**src/rtl/jt007232_romarb_if.sv**
```systemverilog
`default_nettype none
// ============================================================================
// Module      : jt007232_romarb_if
// Description : Bundle of the two client channels and the shared ROM port
//               served by jt007232_romarb.
// Revision    : 1.0 - initial release
// ============================================================================
interface jt007232_romarb_if;
  // Cache flush strobe
  logic        inval;
  // Channel A client side
  logic [16:0] cha_addr;
  logic        cha_cs;
  logic [7:0]  cha_dout;
  logic        cha_ok;
  // Channel B client side
  logic [16:0] chb_addr;
  logic        chb_cs;
  logic [7:0]  chb_dout;
  logic        chb_ok;
  // Shared ROM side
  logic [16:0] rom_addr;
  logic        rom_cs;
  logic [7:0]  rom_dout;
  logic        rom_ok;

  // Environment view: issues channel requests and answers as the ROM
  modport master (
    output inval, cha_addr, cha_cs, chb_addr, chb_cs, rom_dout, rom_ok,
    input  cha_dout, cha_ok, chb_dout, chb_ok, rom_addr, rom_cs
  );

  // Arbiter view
  modport slave (
    input  inval, cha_addr, cha_cs, chb_addr, chb_cs, rom_dout, rom_ok,
    output cha_dout, cha_ok, chb_dout, chb_ok, rom_addr, rom_cs
  );
endinterface
`default_nettype wire

```
**src/rtl/jt007232_romarb.sv**
```systemverilog
`default_nettype none
// ============================================================================
// Module      : jt007232_romarb
// Description : Two-channel ROM arbiter with a single-entry byte cache per
//               channel. Hits answer in the same cycle; misses are fetched
//               one at a time through a shared registered ROM port.
// Revision    : 1.0 - initial release
// ============================================================================
module jt007232_romarb #(
  parameter int FIXED_PRIO = 0   // 0: round-robin on ties, 1: channel A wins ties
) (
  input wire              clk,
  input wire              rst_n,
  jt007232_romarb_if.slave bus
);

  typedef enum logic [1:0] {
    IDLE   = 2'd0,
    BUSY_A = 2'd1,
    BUSY_B = 2'd2
  } state_t;

  state_t      state;
  logic        settled;      // low during the first BUSY cycle, when rom_ok may be stale
  logic        last_b;       // 1: channel B was served last
  logic [16:0] rom_addr_r;
  logic        rom_cs_r;

  logic        valid_a, valid_b;
  logic [16:0] tag_a, tag_b;
  logic [7:0]  data_a, data_b;

  logic hit_a, hit_b;
  logic pend_a, pend_b;
  logic tie_to_b;
  logic grant_a, grant_b;
  logic fill_a, fill_b;

  // Cache lookup, request arbitration and fill qualification
  always_comb begin
    hit_a    = bus.cha_cs & valid_a & (tag_a == bus.cha_addr);
    hit_b    = bus.chb_cs & valid_b & (tag_b == bus.chb_addr);
    pend_a   = bus.cha_cs & ~hit_a;
    pend_b   = bus.chb_cs & ~hit_b;
    // On a tie, round-robin hands the grant to whoever was not served last
    tie_to_b = (FIXED_PRIO == 0) && !last_b;
    grant_a  = pend_a & (~pend_b | ~tie_to_b);
    grant_b  = pend_b & ~grant_a;
    fill_a   = (state == BUSY_A) & settled & bus.rom_ok;
    fill_b   = (state == BUSY_B) & settled & bus.rom_ok;
  end

  assign bus.cha_ok   = hit_a;
  assign bus.cha_dout = data_a;
  assign bus.chb_ok   = hit_b;
  assign bus.chb_dout = data_b;
  assign bus.rom_addr = rom_addr_r;
  assign bus.rom_cs   = rom_cs_r;

  // Transaction sequencer: one ROM access at a time, address latched at grant
  always_ff @(posedge clk or negedge rst_n) begin
    if (!rst_n) begin
      state      <= IDLE;
      settled    <= 1'b0;
      last_b     <= 1'b1;
      rom_addr_r <= 17'd0;
      rom_cs_r   <= 1'b0;
    end else begin
      case (state)
        IDLE: begin
          settled <= 1'b0;
          if (grant_a) begin
            rom_addr_r <= bus.cha_addr;
            rom_cs_r   <= 1'b1;
            state      <= BUSY_A;
          end else if (grant_b) begin
            rom_addr_r <= bus.chb_addr;
            rom_cs_r   <= 1'b1;
            state      <= BUSY_B;
          end
        end
        BUSY_A, BUSY_B: begin
          settled <= 1'b1;
          if (fill_a | fill_b) begin
            // Return through IDLE so the next grant sees the updated cache
            rom_cs_r <= 1'b0;
            last_b   <= (state == BUSY_B);
            settled  <= 1'b0;
            state    <= IDLE;
          end
        end
        default: begin
          rom_cs_r <= 1'b0;
          settled  <= 1'b0;
          state    <= IDLE;
        end
      endcase
    end
  end

  // Cache entries: filled from the latched ROM address; a flush wins over a fill
  always_ff @(posedge clk or negedge rst_n) begin
    if (!rst_n) begin
      valid_a <= 1'b0;
      valid_b <= 1'b0;
      tag_a   <= 17'd0;
      tag_b   <= 17'd0;
      data_a  <= 8'd0;
      data_b  <= 8'd0;
    end else if (bus.inval) begin
      valid_a <= 1'b0;
      valid_b <= 1'b0;
    end else begin
      if (fill_a) begin
        valid_a <= 1'b1;
        tag_a   <= rom_addr_r;
        data_a  <= bus.rom_dout;
      end
      if (fill_b) begin
        valid_b <= 1'b1;
        tag_b   <= rom_addr_r;
        data_b  <= bus.rom_dout;
      end
    end
  end

endmodule
`default_nettype wire

```
**src/flat_wrapper.sv**
```systemverilog
// flat-port wrapper written by rule: the top's interface ports become plain ports
module jt007232_romarb_flat 
#(
  parameter int FIXED_PRIO = 0                                                    
)
  (clk, rst_n, bus_inval, bus_cha_addr, bus_cha_cs, bus_chb_addr, bus_chb_cs, bus_rom_dout, bus_rom_ok, bus_cha_dout, bus_cha_ok, bus_chb_dout, bus_chb_ok, bus_rom_addr, bus_rom_cs);
  jt007232_romarb_if bus_i ();
  input wire clk;
  input wire rst_n;
  input wire logic [$bits(bus_i.inval)-1:0] bus_inval;
  input wire logic [$bits(bus_i.cha_addr)-1:0] bus_cha_addr;
  input wire logic [$bits(bus_i.cha_cs)-1:0] bus_cha_cs;
  input wire logic [$bits(bus_i.chb_addr)-1:0] bus_chb_addr;
  input wire logic [$bits(bus_i.chb_cs)-1:0] bus_chb_cs;
  input wire logic [$bits(bus_i.rom_dout)-1:0] bus_rom_dout;
  input wire logic [$bits(bus_i.rom_ok)-1:0] bus_rom_ok;
  output wire logic [$bits(bus_i.cha_dout)-1:0] bus_cha_dout;
  output wire logic [$bits(bus_i.cha_ok)-1:0] bus_cha_ok;
  output wire logic [$bits(bus_i.chb_dout)-1:0] bus_chb_dout;
  output wire logic [$bits(bus_i.chb_ok)-1:0] bus_chb_ok;
  output wire logic [$bits(bus_i.rom_addr)-1:0] bus_rom_addr;
  output wire logic [$bits(bus_i.rom_cs)-1:0] bus_rom_cs;
  assign bus_i.inval = bus_inval;
  assign bus_i.cha_addr = bus_cha_addr;
  assign bus_i.cha_cs = bus_cha_cs;
  assign bus_i.chb_addr = bus_chb_addr;
  assign bus_i.chb_cs = bus_chb_cs;
  assign bus_i.rom_dout = bus_rom_dout;
  assign bus_i.rom_ok = bus_rom_ok;
  assign bus_cha_dout = bus_i.cha_dout;
  assign bus_cha_ok = bus_i.cha_ok;
  assign bus_chb_dout = bus_i.chb_dout;
  assign bus_chb_ok = bus_i.chb_ok;
  assign bus_rom_addr = bus_i.rom_addr;
  assign bus_rom_cs = bus_i.rom_cs;
  jt007232_romarb #(.FIXED_PRIO(FIXED_PRIO)) u_core (.clk(clk), .rst_n(rst_n), .bus(bus_i));
endmodule
```
**config.mk**
```make
export PLATFORM = sky130hd
export DESIGN_NAME = jt007232_romarb_flat
export DESIGN_NICKNAME = d
export VERILOG_FILES = /design/src/rtl/jt007232_romarb_if.sv /design/src/rtl/jt007232_romarb.sv /design/src/flat_wrapper.sv
export SDC_FILE = /design/constraint.sdc
export NUM_CORES = 1
export LEC_CHECK = 0
export ABC_AREA = 1
export CAP_MARGIN = 10
export CORE_MARGIN = 2
export CORE_UTILIZATION = 30
export CTS_BUF_LIST = sky130_fd_sc_hd__clkbuf_2 sky130_fd_sc_hd__clkbuf_4 sky130_fd_sc_hd__clkbuf_8
export DETAILED_ROUTE_END_ITERATION = 16
export DONT_BUFFER_PORTS = 1
export PLACE_DENSITY = 0.48
export SKIP_CTS_REPAIR_TIMING = 1
export SYNTH_ARGS = -nofsm -noshare
export SYNTH_HDL_FRONTEND = slang
export SYNTH_SLANG_ARGS = --single-unit
export TNS_END_PERCENT = 10
```
**constraint.sdc**
```tcl
create_clock -name clk -period 4.9 [get_ports clk]
set_clock_uncertainty 0.2 [all_clocks]
set_input_delay 0.245 -clock clk [delete_from_list [all_inputs] [get_ports clk]]
set_output_delay 0.245 -clock clk [all_outputs]
set_load 0.01 [all_outputs]
```
======== Yosys cells after proc, flatten, opt, wreduce, memory -nomap -nowiden ========
Cells that the tools add are included.
word-level totals
  bits of input ports ..................... 48
  logic and storage cells ................. 62
  flip-flop bits (word level) ............. 74
cells by class
  eq/ne operators ......................... 6
  bitwise operators ....................... 19
  muxes and demuxes ....................... 16
  reduce and logical (&&, ||, !) cells .... 10
operator list
  cell                                                    number
  equality test 17 bit                                    2
  two-way mux 17 bit                                      2
  AND 1 bit                                               12
  AND reduction 2 bit                                     5
  two-way mux 1 bit                                       9
  two-way mux 2 bit                                       3
  nonzero test 2 bit                                      3
  NOT 1 bit                                               5
  case mux 2 bit (2 select lines)                         1
  inequality test 3 x 1 -> 1 bit (second input constant)  1
  equality test 2 x 1 -> 1 bit (second input constant)    1
  equality test 2 bit (second input constant)             1
  zero test 2 bit                                         1
  inequality test 2 x 1 -> 1 bit (second input constant)  1
  bitwise OR 1 bit                                        2
  case mux 1 bit (2 select lines)                         1
  OR reduction 2 bit                                      1

======== Logic depth before layout (Yosys ltp) ========
  depth after elaboration ................. 12
  gate-level depth with buffers ........... 14
  gate-level depth less buffers ........... 13

======== Least setup slack after synthesis ========
Ideal clock, no wire load.
  path kind ............................... reg2reg
  start ................................... reg u_core.tag_a[1]
  end ..................................... reg u_core.rom_addr_r[0] (netlist: u_core.bus.rom_addr[0])
  setup slack ............................. 3180 ps
  period minus slack after synthesis ...... 1720 ps
  setup time .............................. 117 ps
  data arrival time ....................... 1403 ps
  cell stages (with the launch flop) ...... 14
  buffers on the path ..................... 1
  cell sequence ........................... dfrtp_1 nand2_1 nand2_1 nor2_2 nand3_2 nor2_4 nand2_2 nand2_2 nand2_2 nand2_2 inv_2 buf_2 nand3_1 nand2_1
on the way
  word-level cells in the longest chain between the ends .. 9
  elaborated cells between the ends (all ways) .. 10
  those cells by class .................... 1 x eq/ne; 1 x mux; 6 x bitwise; 2 x reduce/logical
RTL lines
  element                               line                    text
  start: declaration                    jt007232_romarb.sv:30   logic [16:0] tag_a, tag_b;
  start signal: assignment              jt007232_romarb.sv:116  tag_a <= rom_addr_r;
  equality test 17 bit *                jt007232_romarb.sv:41   hit_a = bus.cha_cs & valid_a & (tag_a == bus.cha_addr);
  AND 1 bit *                           jt007232_romarb.sv:41
  NOT 1 bit *                           jt007232_romarb.sv:43   pend_a = bus.cha_cs & ~hit_a;
  AND 1 bit *                           jt007232_romarb.sv:43
  AND 1 bit *                           jt007232_romarb.sv:47   grant_a = pend_a & (~pend_b | ~tie_to_b);
  NOT 1 bit                             jt007232_romarb.sv:48   grant_b = pend_b & ~grant_a;
  AND 1 bit                             jt007232_romarb.sv:48
  nonzero test 2 bit (no source line)   -
  AND reduction 2 bit (no source line)  -
  end signal: assignment                jt007232_romarb.sv:73   rom_addr_r <= bus.cha_addr;
  end signal: assignment                jt007232_romarb.sv:77   rom_addr_r <= bus.chb_addr;
  end: declaration                      jt007232_romarb.sv:26   logic [16:0] rom_addr_r;
Every way passes the cells marked *; elsewhere a longest branch is shown, timed or not.
A chain may end at the register's enable or synchronous reset.

======== Worst setup path in the final report ========
  start ................................... in bus_chb_addr[8]
  end ..................................... reg u_core.rom_addr_r[14] (netlist: u_core.bus.rom_addr[14])
on the way
  word-level cells in the longest chain between the ends .. 11
  elaborated cells between the ends (all ways) .. 12
  those cells by class .................... 1 x eq/ne; 1 x mux; 8 x bitwise; 2 x reduce/logical
RTL lines
  element                               line                   text
  start: declaration                    flat_wrapper.sv:13     input wire logic [$bits(bus_i.chb_addr)-1:0] bus_chb_addr;
  equality test 17 bit *                jt007232_romarb.sv:42  hit_b = bus.chb_cs & valid_b & (tag_b == bus.chb_addr);
  AND 1 bit *                           jt007232_romarb.sv:42
  NOT 1 bit *                           jt007232_romarb.sv:44  pend_b = bus.chb_cs & ~hit_b;
  AND 1 bit *                           jt007232_romarb.sv:44
  NOT 1 bit                             jt007232_romarb.sv:47
  bitwise OR 1 bit                      jt007232_romarb.sv:47
  AND 1 bit                             jt007232_romarb.sv:47
  NOT 1 bit                             jt007232_romarb.sv:48
  AND 1 bit                             jt007232_romarb.sv:48
  nonzero test 2 bit (no source line)   -
  AND reduction 2 bit (no source line)  -
Marks and branches as above.

==> run summary <==
STA classifies the critical path endpoint as a flop. The tightest hold margin came out at -0.03135 ns. The chip height came out at 119.8 µm. Tracing the worst setup path back leads to its startpoint at bus_chb_addr[8].

The critical path in this run is classified as in -> reg. The via total after detailed routing came out at around 3600. Setup repair after global routing left no endpoint under its margin. The proportion of synthesized chip area in sequential cells is 46.04%. The launch instance of the worst register-to-register path is u_core.tag_a[8]. The clock-pin slew on the worst setup and hold paths came out at 0.08 ns. The critical path buffer and inverter count is 4.

The via count of the first global-routing pass came out at between 3000 and 4000. The top-level I/O count is 84. Clock tree synthesis selected as its root buffer the cell sky130_fd_sc_hd__clkbuf_8.

The number of H-tree levels is 3. Timing would allow up to between 300 and 400 MHz. For hold timing, the worst endpoint is u_core.bus.rom_addr[6]. The data required time at the worst endpoint came out at 4.96 ns. 0 antenna diodes ended up in the layout. The tree built by TritonCTS fans out to 74 sinks. Synthesis produced a netlist with a net count of between 600 and 700. Fill cells in the final layout number 1434. The post-synthesis to final-layout area growth is 19.77%. The post-route minimum period came out at 2.930 ns. In this run the worst hold path is classified as in -> reg.

The initial antenna violation count was 0. The worst register-to-register path has a depth of 11. In the routed layout, each cell is associated on average with a via count of 4.563. The run finished, with violations left. The count of distinct cell types in the synthesized netlist is 31. The floorplan core area is 13190 µm².

Buffers placed on the I/O ports in this run total 0. The summed instance area of the synthesized netlist is 4025 µm². Once layout is done, the placed cells without fillers occupy 4821 µm². The starting utilization of the core area is 30.52%. In this run the most critical hold path is launched from bus_cha_addr[6].

The Yosys warning count came out at 0. The count of state elements after synthesis came out at 74. Routability-driven placement finished with a final weighted congestion of 0.8980. The worst hold path was traced through 4 stages. STA classifies the critical path startpoint as a primary input.

In this run the power density over the cells is 543.6 nW/µm². The final hold violation count is 2. Traced cell by cell, the critical path runs through dlygate4sd3_1 > inv_1 > nand2_1 > nand2_1 > nor2_1 > nand2_1 > nor2_1 > nand3_1 > nand2_1 > nand2_2 > nand2_2 > inv_2 > nand3_1 > dlygate4sd3_1 > nand2_1. The final reports fail on negative hold slack.

The slowest stage of the critical path belongs to the cell sky130_fd_sc_hd__dlygate4sd3_1. Dividing the detail-routed wire length by the instance count gives around 16 µm. The number of placement rows came out at 42. The floorplan die area is around 14000 µm².

Entering global routing, the biggest net connects 75 pins. The worst stage delay on the critical path came out at 0.56 ns. The count of pins over their slew limit is 0. The average size of a mapped cell came out at slightly above 7 µm².

The total overflow left after global routing is 0. By area the synthesized netlist is led by sky130_fd_sc_hd__dfrtp_1 45%, sky130_fd_sc_hd__nand2_1 18%, sky130_fd_sc_hd__inv_1 9.0%, sky130_fd_sc_hd__o21ai_0 6.3%, sky130_fd_sc_hd__nand3_1 5.2%. The slack of the worst reg-to-reg path came out at 2.00 ns. The total routing usage reported by global routing is ~17%. The normalized max-slew margin came out at 54.26%. By instance count, the cell type seen most on the critical path is sky130_fd_sc_hd__nand2_1. The total setup violations reported at the end of the flow is 0. The synthesized design spends more area on one cell type than any other, namely sky130_fd_sc_hd__dfrtp_1. The floorplan die width came out at 119.8 µm. The CTS tree is done.

The maximum fanout count along the critical path is 20. Synthesis handed over a netlist of 559 instances. The routed design has 12270 µm of wire. The DRC violation count after routing is 0. The clock reaches the later pin of the worst-skew pair after 0.37 ns. The static leakage power is about 2.5 nW. The kind of cell adding the most delay to the critical path is buffers and inverters.

The buffer depth of the longest clock path came out at 2. The remaining antenna violation count came out at 0. The violation count after the first detailed-routing iteration came out at approximately 220. The setup total negative slack came out at 0 ns. The wire length of the first global-routing pass is 18680 µm. The transition time of the tightest slew-check pin came out at 0.6844 ns.

Cells with a size suffix above 1 make up 7.309% of the layout. The half-perimeter wire length after detailed placement came out at 8890 µm. The max-capacitance violation count is 0. The number of nets in the layout is 648. The final cycle utilization of the critical path came out at 59.80%. The post-detailed-placement cell area came out at 4165 µm². The endpoint identified for the worst register-to-register timing path is u_core.bus.rom_addr[14]. The TritonCTS buffer count is 9.

The share of synthesized area in the top cell type comes to between 40% and 50%. The worst vdd rail ir drop is ~0.19 mV. The first-pass detailed-route iteration total came out at 5. The data arrival time of the critical path is 2.99 ns.
## kinds of logic (layout without fill, tap and decap cells)
logic type,after synthesis,in the layout,share of synthesized area (%)
compound gates,59,59,8.051
xor+xnor,6,6,1.306
fa+ha+maj,3,3,0.9326
buf+inv,116,159,11.69
flops,74,74,46.04
simple gates,301,301,31.99
## placed cells by master (no fill, tap or decap), types with 2 or more instances in the layout
cell / netlist / routed
sky130_fd_sc_hd__nand2_1: 197 / 197
sky130_fd_sc_hd__inv_1: 97 / 97
sky130_fd_sc_hd__dfrtp_1: 73 / 73
sky130_fd_sc_hd__o21ai_0: 51 / 51
sky130_fd_sc_hd__nand3_1: 42 / 42
sky130_fd_sc_hd__dlygate4sd3_1: 0 / 40
sky130_fd_sc_hd__nor2_1: 27 / 27
sky130_fd_sc_hd__nand2_2: 14 / 14
sky130_fd_sc_hd__clkbuf_8: 0 / 10
sky130_fd_sc_hd__nand4_1: 7 / 7
sky130_fd_sc_hd__o2111ai_1: 4 / 4
sky130_fd_sc_hd__xnor2_1: 4 / 4
sky130_fd_sc_hd__clkbuf_4: 0 / 4
sky130_fd_sc_hd__inv_2: 3 / 3
sky130_fd_sc_hd__nor3_1: 3 / 3
sky130_fd_sc_hd__ha_1: 3 / 3
sky130_fd_sc_hd__xor2_1: 2 / 2
sky130_fd_sc_hd__and3_1: 2 / 2
sky130_fd_sc_hd__nor2_2: 2 / 2
sky130_fd_sc_hd__nand3_2: 2 / 2
sky130_fd_sc_hd__bufinv_16: 0 / 2
sky130_fd_sc_hd__buf_4: 0 / 2
## worst register-to-register path, delay by kind of cell, from the launching register on
family	cells	cell delay (ns)
xor gates and xnor gates	1	0.20
buffers and inverters	2	0.84
DFF	1	0.43
and+or+nand+nor	8	1.13
## state kept, by name (all words and copies together) (netlist names)
name and count:
u_core.bus.rom_addr 17, u_core.tag_a 17, u_core.tag_b 17, u_core.settled 1
u_core.valid_a 1, u_core.bus.chb_dout 8, u_core.bus.rom_cs 1, u_core.last_b 1
u_core.state 2, u_core.valid_b 1, u_core.bus.cha_dout 8
## routing by layer
| metal | GRT usage [%] | vias up | part of all wire, % |
|---|---|---|---|
| met3 | 6.464 | 12 | 7.6 |
| met2 | 26.61 | 91 | 46 |
| met4 | 5.221 | 0 | 1.2 |
| met5 | 0 | - | 0 |
| li1 | - | 1787 | - |
| met1 | 23.06 | 1660 | 45 |
## through the flow
| step | total power (W) | cells | hold slack (ns) | utilization [%] | setup WS, ns |
|---|---|---|---|---|---|
| 6_report | 0.002621 | 778 | -0.03135 | 36.55 | 1.970 |
| 5_1_grt | 0.002853 | 778 | 0.01241 | 36.55 | 1.676 |
| 4_1_cts | 0.002564 | 737 | -0.6524 | 33.30 | 2.507 |
| 3_5_place_dp | 0.001992 | 721 | -0.2469 | 31.58 | 2.519 |
| 3_3_place_gp | 0.001975 | 721 | -0.2472 | 31.58 | 2.540 |
| 2_1_floorplan | 0.001755 | 559 | -0.2506 | - | 3.180 |
## worst max path at each step
| stage | end | slack [ns] | depth (start not counted) |
|---|---|---|---|
| 2_1_floorplan | u_core.bus.rom_addr[0] | 3.18 | 13 |
| 3_3_place_gp | u_core.bus.rom_addr[2] | 2.54 | 10 |
| 3_5_place_dp | u_core.bus.rom_addr[5] | 2.52 | 10 |
| 4_1_cts | u_core.bus.rom_addr[1] | 2.51 | 10 |
| 5_1_grt | u_core.bus.rom_addr[1] | 1.68 | 14 |
| 6_report | u_core.bus.rom_addr[14] | 1.97 | 15 |
## cell usage after synthesis (all sizes together)
master / n
nand3: 44
buf: 6
xnor2: 4
nand4: 7
a21oi: 2
nor2: 30
nor4: 1
nor3: 3
o21ai: 52
nand2: 212
clkbuf: 10
o2111ai: 4
inv: 100
xor2: 2
ha: 3
and3: 2
dfstp: 1
a21o: 1
dfrtp: 73
nand3b: 1
nor4b: 1
## power by group
part,total [W],internal [W],switching [W]
Clock,0.000563,0.000324,0.000238
Combinational,0.000857,0.000334,0.000523
Sequential,0.00120,0.000886,0.000315
## layout make-up
class                      count  area (µm²)  area share [%]
clock buffer                  14       167.7           3.478
clock inverter                 2       60.06           1.246
inverter                     100       375.4           7.786
tap                          176       220.2           4.568
timing repair buffer          43       442.9           9.188
sequential                    74        1853           38.44
multi-input combinational    369        1702           35.30
Power figures use the tool's default switching activity.
